## config.mk

```make
export PLATFORM = sky130hd
export DESIGN_NAME = alarm_delay_scheduler
export DESIGN_NICKNAME = d
export VERILOG_FILES = /design/src/rtl/alarm_pkg.sv /design/src/rtl/alarm_tick_gen.sv /design/src/rtl/alarm_delay_scheduler.sv
export SDC_FILE = /design/constraint.sdc
export NUM_CORES = 1
export LEC_CHECK = 0
export CORE_MARGIN = 2
export CORE_UTILIZATION = 56
export DETAILED_ROUTE_END_ITERATION = 7
export PLACE_DENSITY = 0.83
export SLEW_MARGIN = 20
export SYNTH_ARGS = -nofsm -noshare
export SYNTH_HDL_FRONTEND = slang
export SYNTH_HIERARCHICAL = 1
export SYNTH_SLANG_ARGS = --single-unit
```

## constraint.sdc

```tcl
create_clock -name CLOCK_IN -period 2.13 [get_ports CLOCK_IN]
set_input_delay 0.3195 -clock CLOCK_IN [delete_from_list [all_inputs] [get_ports CLOCK_IN]]
set_output_delay 0.3195 -clock CLOCK_IN [all_outputs]
set_load 0.05 [all_outputs]
```

## src/rtl/alarm_pkg.sv

```systemverilog
// Shared types and defaults for the alarm delay scheduler.
// State encodings, timing defaults and the seconds-counter width.
package alarm_pkg;

  localparam int SEC_W        = 4;
  localparam int CLK_HZ_DEF   = 50000000;
  localparam int DELAY_P2_DEF = 5;
  localparam int DELAY_P1_DEF = 10;

  typedef enum logic [2:0] {
    IDLE    = 3'b000,
    RUN_P2  = 3'b001,
    RUN_P1  = 3'b010,
    DONE_P2 = 3'b011,
    DONE_P1 = 3'b100
  } state_t;

endpackage

```

## src/rtl/alarm_tick_gen.sv

```systemverilog
// Modulo-MOD counter with synchronous clear, count enable
// and a terminal-count pulse on the wrapping cycle.
module alarm_tick_gen #(
  parameter int MOD = 4
) (
  input  logic CLOCK_IN,
  input  logic RESET,
  input  logic clr,
  input  logic en,
  output logic tc
);

  localparam int W = (MOD > 1) ? $clog2(MOD) : 1;
  localparam logic [W-1:0] LAST = W'(MOD - 1);

  logic [W-1:0] cnt;

  always_ff @(posedge CLOCK_IN or posedge RESET) begin
    if (RESET) begin
      cnt <= '0;
    end else if (clr) begin
      cnt <= '0;
    end else if (en) begin
      cnt <= (cnt == LAST) ? '0 : cnt + 1'b1;
    end
  end

  assign tc = en && !clr && (cnt == LAST);

endmodule

```

## src/rtl/alarm_delay_scheduler.sv

```systemverilog
// Shared seconds timer arbitrating the exit delay (P2) and
// siren hold (P1) requests; also produces the 1 Hz strobe clock.
module alarm_delay_scheduler
  import alarm_pkg::*;
#(
  parameter int CLK_HZ       = CLK_HZ_DEF,
  parameter int DELAY_P2_SEC = DELAY_P2_DEF,
  parameter int DELAY_P1_SEC = DELAY_P1_DEF
) (
  input  logic             CLOCK_IN,
  input  logic             RESET,
  input  logic             ENABLE_COUNT_P2,
  input  logic             ENABLE_COUNT_P1,
  output logic             COUNT_OUT_P2,
  output logic             COUNT_OUT_P1,
  output logic             CLOCK_1,
  output logic             TIMER_BUSY,
  output logic [SEC_W-1:0] SEC_REMAIN
);

  localparam logic [SEC_W-1:0] LOAD_P2 = SEC_W'(DELAY_P2_SEC);
  localparam logic [SEC_W-1:0] LOAD_P1 = SEC_W'(DELAY_P1_SEC);
  localparam logic [SEC_W-1:0] SEC_ONE = SEC_W'(1);

  state_t           state;
  state_t           state_nxt;
  logic [SEC_W-1:0] sec;
  logic [SEC_W-1:0] sec_nxt;
  logic             running;
  logic             abort;
  logic             tick;
  logic             half_tc;
  logic             clk1;

  assign running = (state == RUN_P2) || (state == RUN_P1);
  assign abort   = ((state == RUN_P2) && !ENABLE_COUNT_P2) ||
                   ((state == RUN_P1) && !ENABLE_COUNT_P1);

  // Prescaler sits at zero whenever no delay is counting.
  alarm_tick_gen #(.MOD(CLK_HZ)) u_pre (
    .CLOCK_IN (CLOCK_IN),
    .RESET    (RESET),
    .clr      (!running || abort),
    .en       (running),
    .tc       (tick)
  );

  alarm_tick_gen #(.MOD(CLK_HZ / 2)) u_half (
    .CLOCK_IN (CLOCK_IN),
    .RESET    (RESET),
    .clr      (1'b0),
    .en       (1'b1),
    .tc       (half_tc)
  );

  always_ff @(posedge CLOCK_IN or posedge RESET) begin
    if (RESET) begin
      state <= IDLE;
      sec   <= '0;
      clk1  <= 1'b0;
    end else begin
      state <= state_nxt;
      sec   <= sec_nxt;
      if (half_tc) clk1 <= ~clk1;
    end
  end

  always_comb begin
    state_nxt = state;
    sec_nxt   = sec;
    unique case (state)
      IDLE: begin
        if (ENABLE_COUNT_P2) begin
          state_nxt = RUN_P2;
          sec_nxt   = LOAD_P2;
        end else if (ENABLE_COUNT_P1) begin
          state_nxt = RUN_P1;
          sec_nxt   = LOAD_P1;
        end
      end
      RUN_P2, RUN_P1: begin
        if (abort) begin
          state_nxt = IDLE;
          sec_nxt   = '0;
        end else if (tick) begin
          if (sec == SEC_ONE) begin
            state_nxt = (state == RUN_P2) ? DONE_P2 : DONE_P1;
            sec_nxt   = '0;
          end else begin
            sec_nxt = sec - SEC_ONE;
          end
        end
      end
      DONE_P2: if (!ENABLE_COUNT_P2) state_nxt = IDLE;
      DONE_P1: if (!ENABLE_COUNT_P1) state_nxt = IDLE;
      default: begin
        state_nxt = IDLE;
        sec_nxt   = '0;
      end
    endcase
  end

  assign COUNT_OUT_P2 = (state == DONE_P2);
  assign COUNT_OUT_P1 = (state == DONE_P1);
  assign TIMER_BUSY   = running;
  assign SEC_REMAIN   = running ? sec : '0;
  assign CLOCK_1      = clk1;

endmodule

```

After elaboration in Yosys (flattened, before gate mapping):

Cells that the tools add are included.
W data, S select, Z words.

* add/sub/neg operators: 3
* equal/unequal tests: 12
* multiplexer cells: 20
* bitwise operators: 2
* reduce and logical (&&, ||, !) cells: 17

Operator list (number)
* $mux W26: 3
* $add A26 B1 Y26 const B: 1
* $eq A26 B26 Y1 const B: 1
* $add A25 B1 Y25 const B: 1
* $eq A25 B25 Y1 const B: 1
* $mux W25: 1
* $mux W3: 8
* $mux W4: 6
* $pmux W3 S4: 1
* $pmux W4 S3: 1
* $ne A3 B3 Y1 const B: 3
* $eq A3 B2 Y1 const B: 2
* $reduce_and A5 Y1: 1
* $eq A4 B1 Y1 const B: 1
* $logic_and A1 B1 Y1: 4
* $logic_not A1 Y1: 4
* $ne A2 B2 Y1 const B: 2
* $reduce_or A2 Y1: 2
* $sub A4 B1 Y4 const B: 1
* $eq A3 B1 Y1 const B: 1
* $eq A3 B3 Y1 const B: 1
* $logic_not A3 Y1: 1
* $logic_or A1 B1 Y1: 3
* $reduce_and A3 Y1: 1
* 2 further kinds: 3

* bits in registers: 59
* input port bits: 4
* output and inout port bits: 8
* word-level logic and storage cells: 59

Longest topological paths before layout:

Gate-level depths: netlist (run 1).

* depth in word-level cells: 10
* mapped depth: 8
* mapped depth without buffers: 7

Hierarchy:

The synthesis (run 1) kept the hierarchy.

Modules (own cells, without submodules)
* alarm_tick_gen (u_pre): times used 1, cells an instance 211, area an instance 1754.2 um2, seq. area each 650.6 um2
* alarm_tick_gen (u_half): times used 1, cells an instance 172, area an instance 1517.7 um2, seq. area each 625.6 um2
* alarm_delay_scheduler: times used 1, cells an instance 69, area an instance 635.6 um2, seq. area each 200.2 um2

Worst setup path after synthesis (run 1):

No wires, ideal clock.

* path kind: register to register
* from: reg state[1]
* to: reg sec[1]
* setup time: 0.125 ns
* arrival time: 2.482 ns
* required time: 2.005 ns
* setup slack: -0.477 ns
* stages on the path, launching flop included: 9
* buffers on the path: 1
* period minus slack after synthesis: 2.607 ns
* path through: dfrtp_1 -> buf_4 -> xnor2_1 -> nor2_1 -> nand2b_1 -> nor3_1 -> o21a_1 -> o21ai_1 -> mux2_2

* longest elaborated chain between the ends: 9
* elaborated cells on any way between the ends: 22
* those cells by class: eq/ne (6); mux (2); bitwise (1); reduce/logical (13)

Ends and longest elaborated chain
* start: declaration: line alarm_delay_scheduler.sv:25 `state_t state;`
* start signal: assignment: line alarm_delay_scheduler.sv:62 `state <= state_nxt;`
* $eq A3 B1 Y1 / $eq A3 B2 Y1 (equally long branches): line alarm_delay_scheduler.sv:35 `assign running = (state == RUN_P2) || (state == RUN_P1);`
* $logic_or A1 B1 Y1 (*): line alarm_delay_scheduler.sv:35
* via TIMER_BUSY: line alarm_delay_scheduler.sv:17 `output logic TIMER_BUSY,`
* $logic_not A1 Y1: line alarm_delay_scheduler.sv:43 `.clr (!running || abort),`
* $logic_or A1 B1 Y1: line alarm_delay_scheduler.sv:43
* $logic_not A1 Y1: line alarm_tick_gen.sv:28 `assign tc = en && !clr && (cnt == LAST);`
* $logic_and A1 B1 Y1 (*) (2 in series): line alarm_tick_gen.sv:28
* via tick: line alarm_delay_scheduler.sv:31 `logic tick;`
* $ne A3 B3 Y1 (no source line) (*)
* $reduce_and A3 Y1 (no source line) (*)
* end signal: assignment: line alarm_delay_scheduler.sv:63 `sec <= sec_nxt;`
* end: declaration: line alarm_delay_scheduler.sv:27 `logic [SEC_W-1:0] sec;`

The timed path passes the listed nets; every way through them passes the cells marked *.
A chain may end at the register's enable or synchronous reset.

Worst setup path in the final report (run 1):

* from: reg state[1]
* to: out SEC_REMAIN[3]

* longest elaborated chain between the ends: 3
* elaborated cells on any way between the ends: 4
* those cells by class: eq/ne (2); mux (1); reduce/logical (1)

Ends and longest elaborated chain
* $eq A3 B1 Y1 / $eq A3 B2 Y1 (equally long branches): line alarm_delay_scheduler.sv:35
* $logic_or A1 B1 Y1 (*): line alarm_delay_scheduler.sv:35
* $mux W4 (*): line alarm_delay_scheduler.sv:106 `assign SEC_REMAIN = running ? sec : '0;`
* end: declaration: line alarm_delay_scheduler.sv:18 `output logic [SEC_W-1:0] SEC_REMAIN`

Mark *: on every way between the ends. The rest lies on a longest branch, timed or not.

==> reports/qor.yml, run 1 <==
outcome:
  status: "finished clean"
synthesis:
  synth_ff_type: "dfrtp_1"
  ys_seq_area_share_pct: 37.8
  syn_inst: 452
  async_flop_share_pct: 100
  ys_warn_count: 6
  yosysTopAreaCell: "dfrtp_1"
  syn-cell-area_um2: 3910
  synth_area_leaders: "dfrtp_1 (38%), nand2_1 (4.7%), nand4_1 (4.0%)"
  synthDistinctLibCells: 74
  synth-seq-cells: 59
  syn_avg_cell_area_um2: 8.64
  synth_top_area_share_pct: 37.8
  synth-edff-count: 0
sta:
  rsz0062_at_grt: "false"
  fin_crit_ns: 2.03
  fin_setup_tns_ns: 0
  slew_violations: 0
  hold_viol: 0
  setup_violations: 0
  fin_crit_sh_pct: 95.4
  fmaxAchievable_mhz: 492
  finClkSkew_ns: 0.00778
setup_path:
  critPathKind: "reg2out"
  crit_fanout: 8
  critPathMaxStageDelay_ns: 0.49
  path_cells: "xnor2_2 -> nor2_4 -> buf_4 -> and2_1 -> buf_12"
  r2r_cells: 7
  r2r-start: "u_pre/cnt[0]$_DFFE_PP0P_"
  r2r_end: "sec[1]$_DFFE_PP0P_"
  cp.arrival_ns: 1.71
  slowest_stage: "dfrtp_1"
  end_kind: "output port"
  rrSetupSlack_ns: 0.11
  cp-start-kind: "flip-flop"
  required_ns: 1.81
route:
  wl_per_cell_um: 17.0
  drc: 0
  drt-pass1-iter-count: 5
  wirelength_um: 10100
  drtIter0Drc: 324
  routed_via_density: 6.54
  num_vias: 3885
  postRouteAntennaNets: 0
floorplanning:
  die_y_um: 87.5
  core_um2: 6760
  row_count: 30
  die_x_um: 87.5
  die-area_um2: 7660
  initial_utilization_pct: 57.8
  ios: 12
cells_and_area:
  n_fill_cell: 509
  register_area_um2: 1480
  multi_input_area_um2: 2300
  nets: 517
  area_growth_pct: 20.8
  drive_gt1_share_pct: 19.1
  layout.cells.non_filler: 594
  antenna_cells: 0
  fin_util_pct: 69.9
pwr:
  leakage_uw: 0.00201
  pwr_density_cell_nw_per_um2: 658
  p_switching_uw: 882
  switching_share_pct: 28.4
  power_frac_seq_pct: 39.3
  ir_worst_vdd_v: 0.000330
  intPower_uw: 2220
  clock_power_share_pct: 40.4
  share_comb_of_total_power_pct: 20.3
  power_uw: 3110
placed_design:
  place_inst: 578
  place_congestion: 0.916
  hpwl_um: 6800
  port_buffers: 11
cts:
  ctsHoldBuffers: 0
  cts_tree: "built"
  clock_sinks: 59
  cts_buffer_depth: 2
  root_buffer: "clkbuf_8"
  clkTransAtPathRegs_ns: 0.07
  cts_buffers: 9
  cts_setup_buffers: 0
  htree_levels: 3
  clk_latency_ns: 0.34
global_route:
  grt_pass1_vias: 3752
  globalRouteOverflowTotal: 0
  grt_antenna_before_repair: 0
  grt_pass1_wl_um: 17100
  gr-usage-all-layers_pct: 28.0
  grt_max_degree: 27
run:
  drv_cap: 0
worst_hold_path:
  hold_path.class: "in2async"
critical path: cells and delay by family (launching register included):
kind / cells / cell delay (ns)
buf+inv: 2 / 0.32
xor+xnor: 1 / 0.31
flops: 1 / 0.49
simple gates: 2 / 0.25
power by group through the flow:
stage               Clock (uW)  Sequential, uW  Combinational, uW
finish                    1260            1220                631
detailed placement           0            1240                612
CTS                       1280            1220                624
floorplan                    0            1220                385
global placement             0            1230                592
global route              1320            1220                684
how the worst max path moves through the flow:
stage                    endpoint            startpoint
6_report            SEC_REMAIN[3]  state[1]$_DFFE_PP0P_
5_1_grt             SEC_REMAIN[3]  state[1]$_DFFE_PP0P_
4_1_cts        sec[1]$_DFFE_PP0P_  state[0]$_DFFE_PP0P_
3_5_place_dp   sec[1]$_DFFE_PP0P_       ENABLE_COUNT_P2
3_3_place_gp   sec[1]$_DFFE_PP0P_       ENABLE_COUNT_P2
2_1_floorplan       SEC_REMAIN[0]  state[2]$_DFFE_PP0P_
cell type report:
type | instances | share of cell area (%)
Inverter | 19 | 1.51
Clock buffer | 11 | 2.99
Tap cell | 80 | 2.12
Clock inverter | 5 | 2.12
Timing Repair Buffer | 60 | 11.3
Sequential cell | 59 | 31.3
Multi-Input combinational cell | 360 | 48.6
per-stage QoR:
| stage | area (um2) | worst slack, ns | hold slack [ns] |
|---|---|---|---|
| final | 4720 | 0.0970 | 0.299 |
| after global routing | 4720 | 0.0162 | 0.316 |
| after CTS | 4710 | 0.0470 | 0.299 |
| after detailed placement | 4460 | -0.203 | 0.472 |
| after global placement | 4460 | -0.0651 | 0.459 |
| after floorplan | 3950 | 0.00403 | 0.135 |
Yosys cell counts (5+ instances only):
| cell | number |
|---|---|
| a31oi_1 | 15 |
| nand2b_1 | 8 |
| nand4_1 | 25 |
| clkbuf_1 | 13 |
| nor2b_1 | 6 |
| inv_1 | 19 |
| nor4_1 | 5 |
| mux2i_1 | 7 |
| and4_1 | 8 |
| and2_1 | 9 |
| xor2_1 | 8 |
| o221ai_1 | 7 |
| nor3_1 | 13 |
| and3_1 | 12 |
| a21oi_1 | 20 |
| nor2_1 | 35 |
| nand2_1 | 49 |
| o211ai_1 | 6 |
| dfrtp_1 | 59 |
| nand3_1 | 29 |
| o21ai_0 | 14 |
registers in the layout (all words and copies together) (netlist names):
name and flops:
u_half/cnt 25, state 3, CLOCK_1 1, sec 4, u_pre/cnt 26
metal layers:
layer / part of all wire (%) / vias up / global-route usage, %
met5: 0 / - / 0
met4: 2.3 / 0 / 12.2
met3: 6.9 / 32 / 5.00
met2: 49 / 199 / 44.6
met1: 42 / 1849 / 37.5
li1: - / 1805 / -
logic make-up (layout without fill, tap and decap cells):
logic type,Yosys count,in the layout,share of synthesized area (%)
AO/OA/AOI/OAI,97,97,17.7
adder cells (fa/ha/maj),4,4,1.28
multiplexers,9,9,2.37
flip-flops,59,59,37.8
XOR/XNOR,9,9,2.02
other,2,12,0.192
buffers and inverters,43,95,5.09
AND/OR/NAND/NOR,229,229,33.5
layout by cell type, fill, tap and decap left out, types with 3 or more instances in the layout:
cell type        instances
a21oi_1                 20
a31oi_1                 15
a41oi_1                  3
and2_1                   9
and3_1                  12
and4_1                   8
buf_12                   6
buf_4                   50
bufinv_16                3
clkbuf_8                10
clkdlybuf4s50_1          4
conb_1                  12
dfrtp_1                 58
ha_1                     4
inv_1                   19
mux2i_1                  7
nand2_1                 49
nand2b_1                 8
nand3_1                 29
nand4_1                 25
nor2_1                  34
nor2b_1                  6
nor3_1                  12
nor3b_1                  3
nor4_1                   5
nor4_2                   3
o211ai_1                 6
o21ai_0                 14
o221ai_1                 7
or2_2                    3
or3_1                    3
xor2_1                   8
timing repair:
item                                    in CTS  in global routing
endpoints found under the setup margin       2                  4
gates resized for setup                      1                  3
pin swaps                                    0                  2
No activity file was read; power rests on OpenSTA's default activity.
==> inputs of run 2 (changes only) <==
CORE_ASPECT_RATIO = 1.1   (was default)
==> reports/qor.yml, run 2 (same netlist as run 1, synthesis figures left out) <==
outcome:
  status: "finished clean"
route:
  drtIter0Drc: 351
  postRouteAntennaNets: 0
  num_vias: 3896
  wirelength_um: 9890
  routed_via_density: 6.58
  drc: 0
  drt-pass1-iter-count: 5
  wl_per_cell_um: 16.7
sta:
  fin_ws_ns: 0.0488
  setup_violations: 0
  fin_hold_ws_ns: 0.283
  fin_setup_tns_ns: 0
  fin_crit_ns: 2.08
  fmaxAchievable_mhz: 480
  slew_violations: 0
  hold_viol: 0
  fin_crit_sh_pct: 97.7
  finClkSkew_ns: 0.00934
pwr:
  pwr_density_cell_nw_per_um2: 592
  power_frac_seq_pct: 44.4
  leakage_uw: 0.00197
  switching_share_pct: 32.1
  ir_worst_vdd_v: 0.000462
  clock_power_share_pct: 33.2
  share_comb_of_total_power_pct: 22.5
  intPower_uw: 1860
  p_switching_uw: 882
  power_uw: 2740
setup_path:
  r2r_cells: 6
  required_ns: 2.37
  cp.arrival_ns: 2.32
  critPathKind: "reg2reg"
  path_cells: "nor4_2 -> nand4_1 -> nor3_2 -> o21a_1 -> o21ai_1 -> mux2_2"
  path_delay_family: "simple AND/OR/NAND/NOR gates"
  r2r-start: "u_pre/cnt[9]$_DFFE_PP0P_"
  crit_fanout: 4
  critPathLaunch: "u_pre/cnt[9]$_DFFE_PP0P_"
  slowest_stage: "dfrtp_1"
  critPathMaxStageDelay_ns: 0.40
  crit_cells: 6
  path_buf_inv: 0
  cp-start-kind: "flip-flop"
  end_kind: "flip-flop"
cells_and_area:
  largest-register: "u_pre/cnt"
  area_growth_pct: 18.6
  final_common_cell: "dfrtp_1"
  drive_gt1_share_pct: 18.4
  antenna_cells: 0
  reg_top3: "u_pre/cnt x26, u_half/cnt x25, sec x4"
  largest_register_ffs: 26
  nets: 513
  layout_common_cells: "dfrtp_1 (58), nand2_1 (49), buf_4 (45)"
global_route:
  grt_pass1_vias: 3640
  grt_antenna_before_repair: 0
  grt_pass1_wl_um: 16900
  grt_max_degree: 35
  gr-usage-all-layers_pct: 27.0
  globalRouteOverflowTotal: 0
cts:
  cts_setup_buffers: 0
  root_buffer: "clkbuf_8"
  clk_latency_ns: 0.35
  clkTransAtPathRegs_ns: 0.07
  cts_tree: "built"
  cts_buffers: 9
  htree_levels: 3
  cts_buffer_depth: 2
  clock_sinks: 59
floorplanning:
  die_y_um: 91.6
  die_x_um: 83.6
  row_count: 31
  initial_utilization_pct: 58.6
  core_um2: 6670
  ios: 12
  die-area_um2: 7660
placed_design:
  place_ws_ns: -0.163
  hpwl_um: 6790
  place_congestion: 0.902
  port_buffers: 11
run:
  drv_cap: 0
worst_hold_path:
  hold_path.class: "in2async"
-- run 2: cell types whose count changed in the layout (fill, tap and decap cells not counted) --
cell / delta
clkinv_2: +2
nor4bb_1: +1
nor4bb_2: -1
nor4_1: -1
bufinv_16: -3
buf_12: +1
clkinv_4: +1
nor4_2: +1
buf_4: -5
-- run 2: power by group through the flow --
stage | clock network (uW) | logic (uW) | registers (uW)
after detailed placement | 0 | 605 | 1240
after global routing | 969 | 669 | 1230
after CTS | 915 | 610 | 1220
after floorplan | 0 | 385 | 1220
after global placement | 0 | 589 | 1230
final | 909 | 617 | 1220
-- run 2: stage by stage --
stage / instance area (um2) / cells / utilization (%)
3_3_place_gp: 4450 / 576 / 66.6
2_1_floorplan: 3950 / 462 / -
3_5_place_dp: 4450 / 576 / 66.6
4_1_cts: 4620 / 592 / 69.3
5_1_grt: 4640 / 592 / 69.5
6_report: 4640 / 592 / 69.5
-- run 2: repair_timing --
action / CTS / global route
gates resized for setup: 1 / 3
pin swaps: 0 / 1
hold buffers: 0 / 0
endpoints found under the setup margin: 2 / 11
-- run 2: layer usage --
layer,up-vias,share of wire (%),global-route usage (%)
met3,24,6.1,5.13
met1,1916,43,35.5
met2,160,49,44.3
met5,-,0,0
met4,0,2.0,10.5
li1,1796,-,-
-- run 2: path summary, 6_finish.rpt --
kind | slack (ns) | to
min | 0.28 | state[1]$_DFFE_PP0P_
max in group asynchronous | 1.46 | u_pre/cnt[25]$_DFFE_PP0P_
max | 0.05 | sec[1]$_DFFE_PP0P_
min in group CLOCK_IN | 0.48 | CLOCK_1$_DFFE_PP0P_
min reg2reg | 0.48 | CLOCK_1$_DFFE_PP0P_
max reg2reg | 0.05 | sec[1]$_DFFE_PP0P_
-- run 2: cell type report --
type | count | area [um2]
multi-input combinational | 360 | 2300
fill | 489 | 2040
sequential | 59 | 1480
timing repair buffer | 56 | 518
clock buffer | 11 | 141
tap | 82 | 103
inverter | 19 | 71.3
clock inverter | 5 | 28.8
-- run 2: worst register-to-register path, stage by stage, from the launching register on --
cell and delay [ns]:
dfrtp_1 0.40, nor4_2 0.39, nand4_1 0.27, nor3_2 0.27
o21a_1 0.23, o21ai_1 0.11, mux2_2 0.30
==> inputs of run 3 (changes only) <==
SLEW_MARGIN = 40   (was 20)
==> results of run 3 <==
Final layout, timing and power as in run 2 (identical DEF).
==> RTL change 1: new RTL, settings of run 3 <==
Set the package constant `SEC_W` to 3 (it was 4).
--- a/src/rtl/alarm_pkg.sv
+++ b/src/rtl/alarm_pkg.sv
@@ -2,7 +2,7 @@
 // State encodings, timing defaults and the seconds-counter width.
 package alarm_pkg;
 
-  localparam int SEC_W        = 4;
+  localparam int SEC_W        = 3;
   localparam int CLK_HZ_DEF   = 50000000;
   localparam int DELAY_P2_DEF = 5;
   localparam int DELAY_P1_DEF = 10;
Interface: changed (resized SEC_REMAIN); port bits go from 12 to 11. The function was not compared with the original's and may differ.
==> RTL change 1 against run 3 <==
- register-to-register slack better by 0.08 ns
- cell area down 2.2%
- area after synthesis down 2.0%
- fmax up 2.8%
- setup slack better by 0.056 ns
- sequential cell count down 1
- critical path type is now reg2out
- total power down 3.4%
- routed wire length down 0.95%
==> RTL change 1: results (changes against run 3) <==
metric	value	unit	change
run status	complete, no violations		unchanged
reg2reg start	u_pre/cnt[5]		was u_pre/cnt[9]
hpwl dp	6.87	mm	was 6.79 mm
final WL	9.80	mm	was 9.89 mm
first-pass GRT wire length	16.8	mm	was 16.9 mm
placed cells	573		was 576
total vias in the final route	3829		was 3896
Critical Path Start	state[1]		was u_pre/cnt[9]
WP data arrival	1.71	ns	was 2.32 ns
Crit Path Max Fanout	15		was 4
Port Buf Inserts	10		was 11
r2r endpoint	u_pre/cnt[23]		was sec[1]
sequential share of the synthesized area	37.9	%	was 37.8%
Fill cells	495		was 489
mean area per synthesized cell	8.53	µm²	was 8.64 µm²
FF-to-FF setup slack	0.13	ns	was 0.05 ns
All-Layer GR Usage	26.9	%	was 27.0%
fin cells	589		was 592
number of global-route vias before repair	3710		was 3640
reg2reg path depth	5		was 6
Commonest cells post-synth	dfrtp_1 (58), nand2_1 (48), nor2_1 (35), nand3_1 (29), nand4_1 (25)		was dfrtp_1 (59), nand2_1 (49), nor2_1 (35), nand3_1 (29), nand4_1 (25)
worst setup path end	TIMER_BUSY		was sec[1]
1st-iter DRT viols	333		was 351
Worst-Skew Late Latency	0.33	ns	was 0.35 ns
largest registers	u_pre/cnt (26), u_half/cnt (25)		was u_pre/cnt (26), u_half/cnt (25), sec (4)
dpl cell area	4330	µm²	was 4450 µm²
Leakage	0.00192	µW	was 0.00197 µW
Power Density	585	nW/µm²	was 592 nW/µm²
Core Footprint	6590	µm²	was 6670 µm²
nets@finish	510		was 513
VDD IR-drop max	0.420	mV	was 0.462 mV
[RTL change 1: cell count changes in the layout (fill, tap and decap cells not counted), moves of 3 or more]
cell,delta
and2_1,-3
buf_12,-3
o2bb2ai_1,+3
clkinv_2,-4
nor3_1,+3
[RTL change 1: cell type report]
type                       count  share of cell area (%)
timing repair buffer          55                    10.4
clock buffer                  15                    3.89
tap                           82                    2.26
sequential                    58                    32.0
multi-input combinational    358                    49.5
clock inverter                 1                   0.166
inverter                      20                    1.74
[RTL change 1: metal layers]
layer,share of wire (%),track usage (%),vias to the layer above
met4,1.8,13.1,0
met1,41,32.7,1868
met2,51,45.6,169
met3,6.1,5.03,20
li1,-,-,1772
met5,0,0,-
[RTL change 1: per-stage QoR]
stage                     power [µW]  worst slack [ns]
final                           2650             0.105
after global routing            2760          -0.00576
after CTS                       2650            0.0707
after detailed placement        1710            -0.125
after global placement          1690           -0.0402
after floorplan                 1520            0.0392
[RTL change 1: cells by family after synthesis]
kind of cell | count (synthesis) | share of synthesized area (%)
buf+inv | 43 | 5.19
mux | 9 | 2.42
simple gates | 228 | 33.8
fa+ha+maj | 4 | 1.31
compound gates | 96 | 17.1
xor+xnor | 9 | 2.06
other cells | 2 | 0.196
flops | 58 | 37.9
[RTL change 1: what timing repair did]
item,in CTS,in global routing
setup endpoints to repair,0,11
resized for setup,0,5
endpoints found under the hold margin,0,0
[RTL change 1: how the worst min path moves through the flow]
stage	start	endpoint	slack, ns	depth (start not counted)
after CTS	RESET	CLOCK_1	0.28	2
after detailed placement	CLOCK_1	CLOCK_1	0.47	1
after global placement	CLOCK_1	CLOCK_1	0.46	1
after global routing	RESET	CLOCK_1	0.35	2
after floorplan	RESET	CLOCK_1	0.12	1
final	RESET	state[2]	0.29	2
[RTL change 1: where the power goes]
part | leakage [µW] | total [µW] | internal (µW) | switching, µW
sequential | 0.000801 | 1180 | 1130 | 44.9
clock | 0.0000900 | 948 | 520 | 428
combinational | 0.00103 | 526 | 204 | 321
[RTL change 1: worst reg2reg max path, cell delays in order (launching register included)]
cell and delay, ns:
dfrtp_1 0.46, nand3_2 0.18, or4_1 0.66, buf_4 0.20, or3_1 0.36, nand3_1 0.08
==> RTL change 2: new RTL, settings of run 3 <==
Made on the original files. Add an input register stage for `ENABLE_COUNT_P1`, without a reset; this delays it by one clock. The other inputs are not delayed to match.
--- a/src/rtl/alarm_delay_scheduler.sv
+++ b/src/rtl/alarm_delay_scheduler.sv
@@ -22,6 +22,12 @@
   localparam logic [SEC_W-1:0] LOAD_P1 = SEC_W'(DELAY_P1_SEC);
   localparam logic [SEC_W-1:0] SEC_ONE = SEC_W'(1);
 
+  logic ENABLE_COUNT_P1_q;
+
+  always_ff @(posedge CLOCK_IN) begin
+    ENABLE_COUNT_P1_q <= ENABLE_COUNT_P1;
+  end
+
   state_t           state;
   state_t           state_nxt;
   logic [SEC_W-1:0] sec;
@@ -34,7 +40,7 @@
 
   assign running = (state == RUN_P2) || (state == RUN_P1);
   assign abort   = ((state == RUN_P2) && !ENABLE_COUNT_P2) ||
-                   ((state == RUN_P1) && !ENABLE_COUNT_P1);
+                   ((state == RUN_P1) && !ENABLE_COUNT_P1_q);
 
   // Prescaler sits at zero whenever no delay is counting.
   alarm_tick_gen #(.MOD(CLK_HZ)) u_pre (
@@ -73,7 +79,7 @@
         if (ENABLE_COUNT_P2) begin
           state_nxt = RUN_P2;
           sec_nxt   = LOAD_P2;
-        end else if (ENABLE_COUNT_P1) begin
+        end else if (ENABLE_COUNT_P1_q) begin
           state_nxt = RUN_P1;
           sec_nxt   = LOAD_P1;
         end
@@ -92,7 +98,7 @@
         end
       end
       DONE_P2: if (!ENABLE_COUNT_P2) state_nxt = IDLE;
-      DONE_P1: if (!ENABLE_COUNT_P1) state_nxt = IDLE;
+      DONE_P1: if (!ENABLE_COUNT_P1_q) state_nxt = IDLE;
       default: begin
         state_nxt = IDLE;
         sec_nxt   = '0;
Check against the original RTL: not equivalent (a bounded check fails within 4 cycles, from zero or initial values and one cycle with RESET high).
==> RTL change 2 against run 3 <==
- count of clock-buffer cells in the layout grew 1
- fmax grew 2.2%
- routed wire length grew 0.34%
- via count grew 0.59%
- clock skew grew 0.00083 ns
- area after synthesis grew 1.6%
- sequential cell count grew 1
- clock power grew 41%
- non-clock buffer count shrank 7
- cell area grew 1.6%
- total power grew 17%
- setup slack gained 0.046 ns
- critical path type unchanged
==> RTL change 2: results (changes against run 3) <==
metric	value	unit	change
Clock Skew	0.0102	ns	was 0.00934 ns
CTS clk-pin slew, worst paths	0.07	ns	about the same
max_cap viols	0		unchanged
All-Layer GR Usage	26.5	%	was 27.0%
fraction of layout cells with a size suffix above 1	17.3	%	was 18.4%
Hold Path Class	in2async		unchanged
Most used DFF post-synth	dfrtp_1		unchanged
DR WL/cell	16.6	µm	was 16.7 µm
Crit Path Max Fanout	6		was 4
synth top area cells	dfrtp_1 (37%), nand2_1 (4.5%), nand3_1 (4.0%)		was dfrtp_1 (38%), nand2_1 (4.7%), nand4_1 (4.0%)
# diodes	0		unchanged
1st-iter DRT viols	360		was 351
post_cts resized	1		unchanged
pin count of the biggest net entering global routing	34		was 35
Post-synth ARST share	98.3	%	was 100%
Final Instance Area	4710	µm²	was 4640 µm²
H-tree depth	3		unchanged
Commonest cells post-synth	dfrtp_1 (59), nand2_1 (48), nor2_1 (37), nand3_1 (32), nand4_1 (25)		was dfrtp_1 (59), nand2_1 (49), nor2_1 (35), nand3_1 (29), nand4_1 (25)
WP data arrival	2.25	ns	was 2.32 ns
Port Buf Inserts	11		unchanged
number of global-route vias before repair	3613		was 3640
total CTS buffers	9		unchanged
Worst-Skew Late Latency	0.34	ns	
initial antenna violation count	0		unchanged
Netlist cell types	70		was 74
CTS root buffer	clkbuf_8		unchanged
Critical Path Start	u_pre/cnt[21]		was u_pre/cnt[9]
VDD IR-drop max	0.613	mV	was 0.462 mV
first-pass GRT wire length	16.9	mm	about the same
yosys warns	6		unchanged
Vias/cell	6.55		was 6.58
largest registers	u_pre/cnt (26), u_half/cnt (25), sec (4)		unchanged
postcts setup bufs	0		unchanged
worst slack, placed	-0.141	ns	was -0.163 ns
final RePlAce weighted congestion	0.940		was 0.902
run status	complete, no violations		unchanged
Slew headroom	62.8	%	
nets@finish	516		was 513
hpwl dp	6.88	mm	was 6.79 mm
clock buffer depth	2		unchanged
dpl cell area	4440	µm²	was 4450 µm²
drt first pass iters	8		was 5
Leakage	0.00200	µW	was 0.00197 µW
sequential share of the synthesized area	37.7	%	was 37.8%
-- RTL change 2: cells by family after synthesis --
family	count (synthesis)	synth area share, %
other cells	2	0.189
simple gates	231	33.4
mux	7	1.80
compound gates	102	18.1
fa+ha+maj	4	1.26
xor+xnor	9	1.99
flops	60	37.7
buf+inv	48	5.55
-- RTL change 2: per-stage QoR --
step / util (%) / std cells
after floorplan: - / 473
after global placement: 64.1 / 582
after detailed placement: 64.1 / 582
after CTS: 67.8 / 598
after global routing: 68.0 / 598
final: 68.0 / 598
-- RTL change 2: critical path, cell delays in order, from the launching register on --
cell and delay (ns):
dfrtp_1 0.46, and4_1 0.33, nand4_1 0.26, nor3_2 0.28, and4bb_2 0.29, nor2_1 0.05, a31oi_1 0.14, a31oi_1 0.10
-- RTL change 2: layout make-up --
cell class	count	area [µm²]
inverter	23	86.3
clock inverter	4	95.1
multi-input combinational	365	2320
tap	85	106
sequential	60	1500
clock buffer	12	155
fill	517	2210
timing repair buffer	49	453
-- RTL change 2: power by group --
group	switching, µW	total [µW]	internal [µW]
Clock	444	1280	840
Sequential	62.0	1250	1180
Combinational	408	675	267
-- RTL change 2: worst paths after layout --
check	end	slack, ns	cells after the start
hold reg to reg	CLOCK_1	0.48	1
max in group asynchronous	u_pre/cnt[4]	1.44	3
setup reg to reg	state[1]	0.09	7
min in group CLOCK_IN	ENABLE_COUNT_P1_q	0.43	1
hold / removal	state[0]	0.31	2
setup / recovery	state[1]	0.09	7
-- RTL change 2: routing by layer --
metal	track usage [%]	wire length (µm)	share of wire [%]	up-vias
met3	3.57	598	6.0	26
li1	-	-	-	1815
met5	0	0	0	-
met1	35.9	4210	42	1904
met2	42.5	4860	49	174
met4	12.2	266	2.7	0
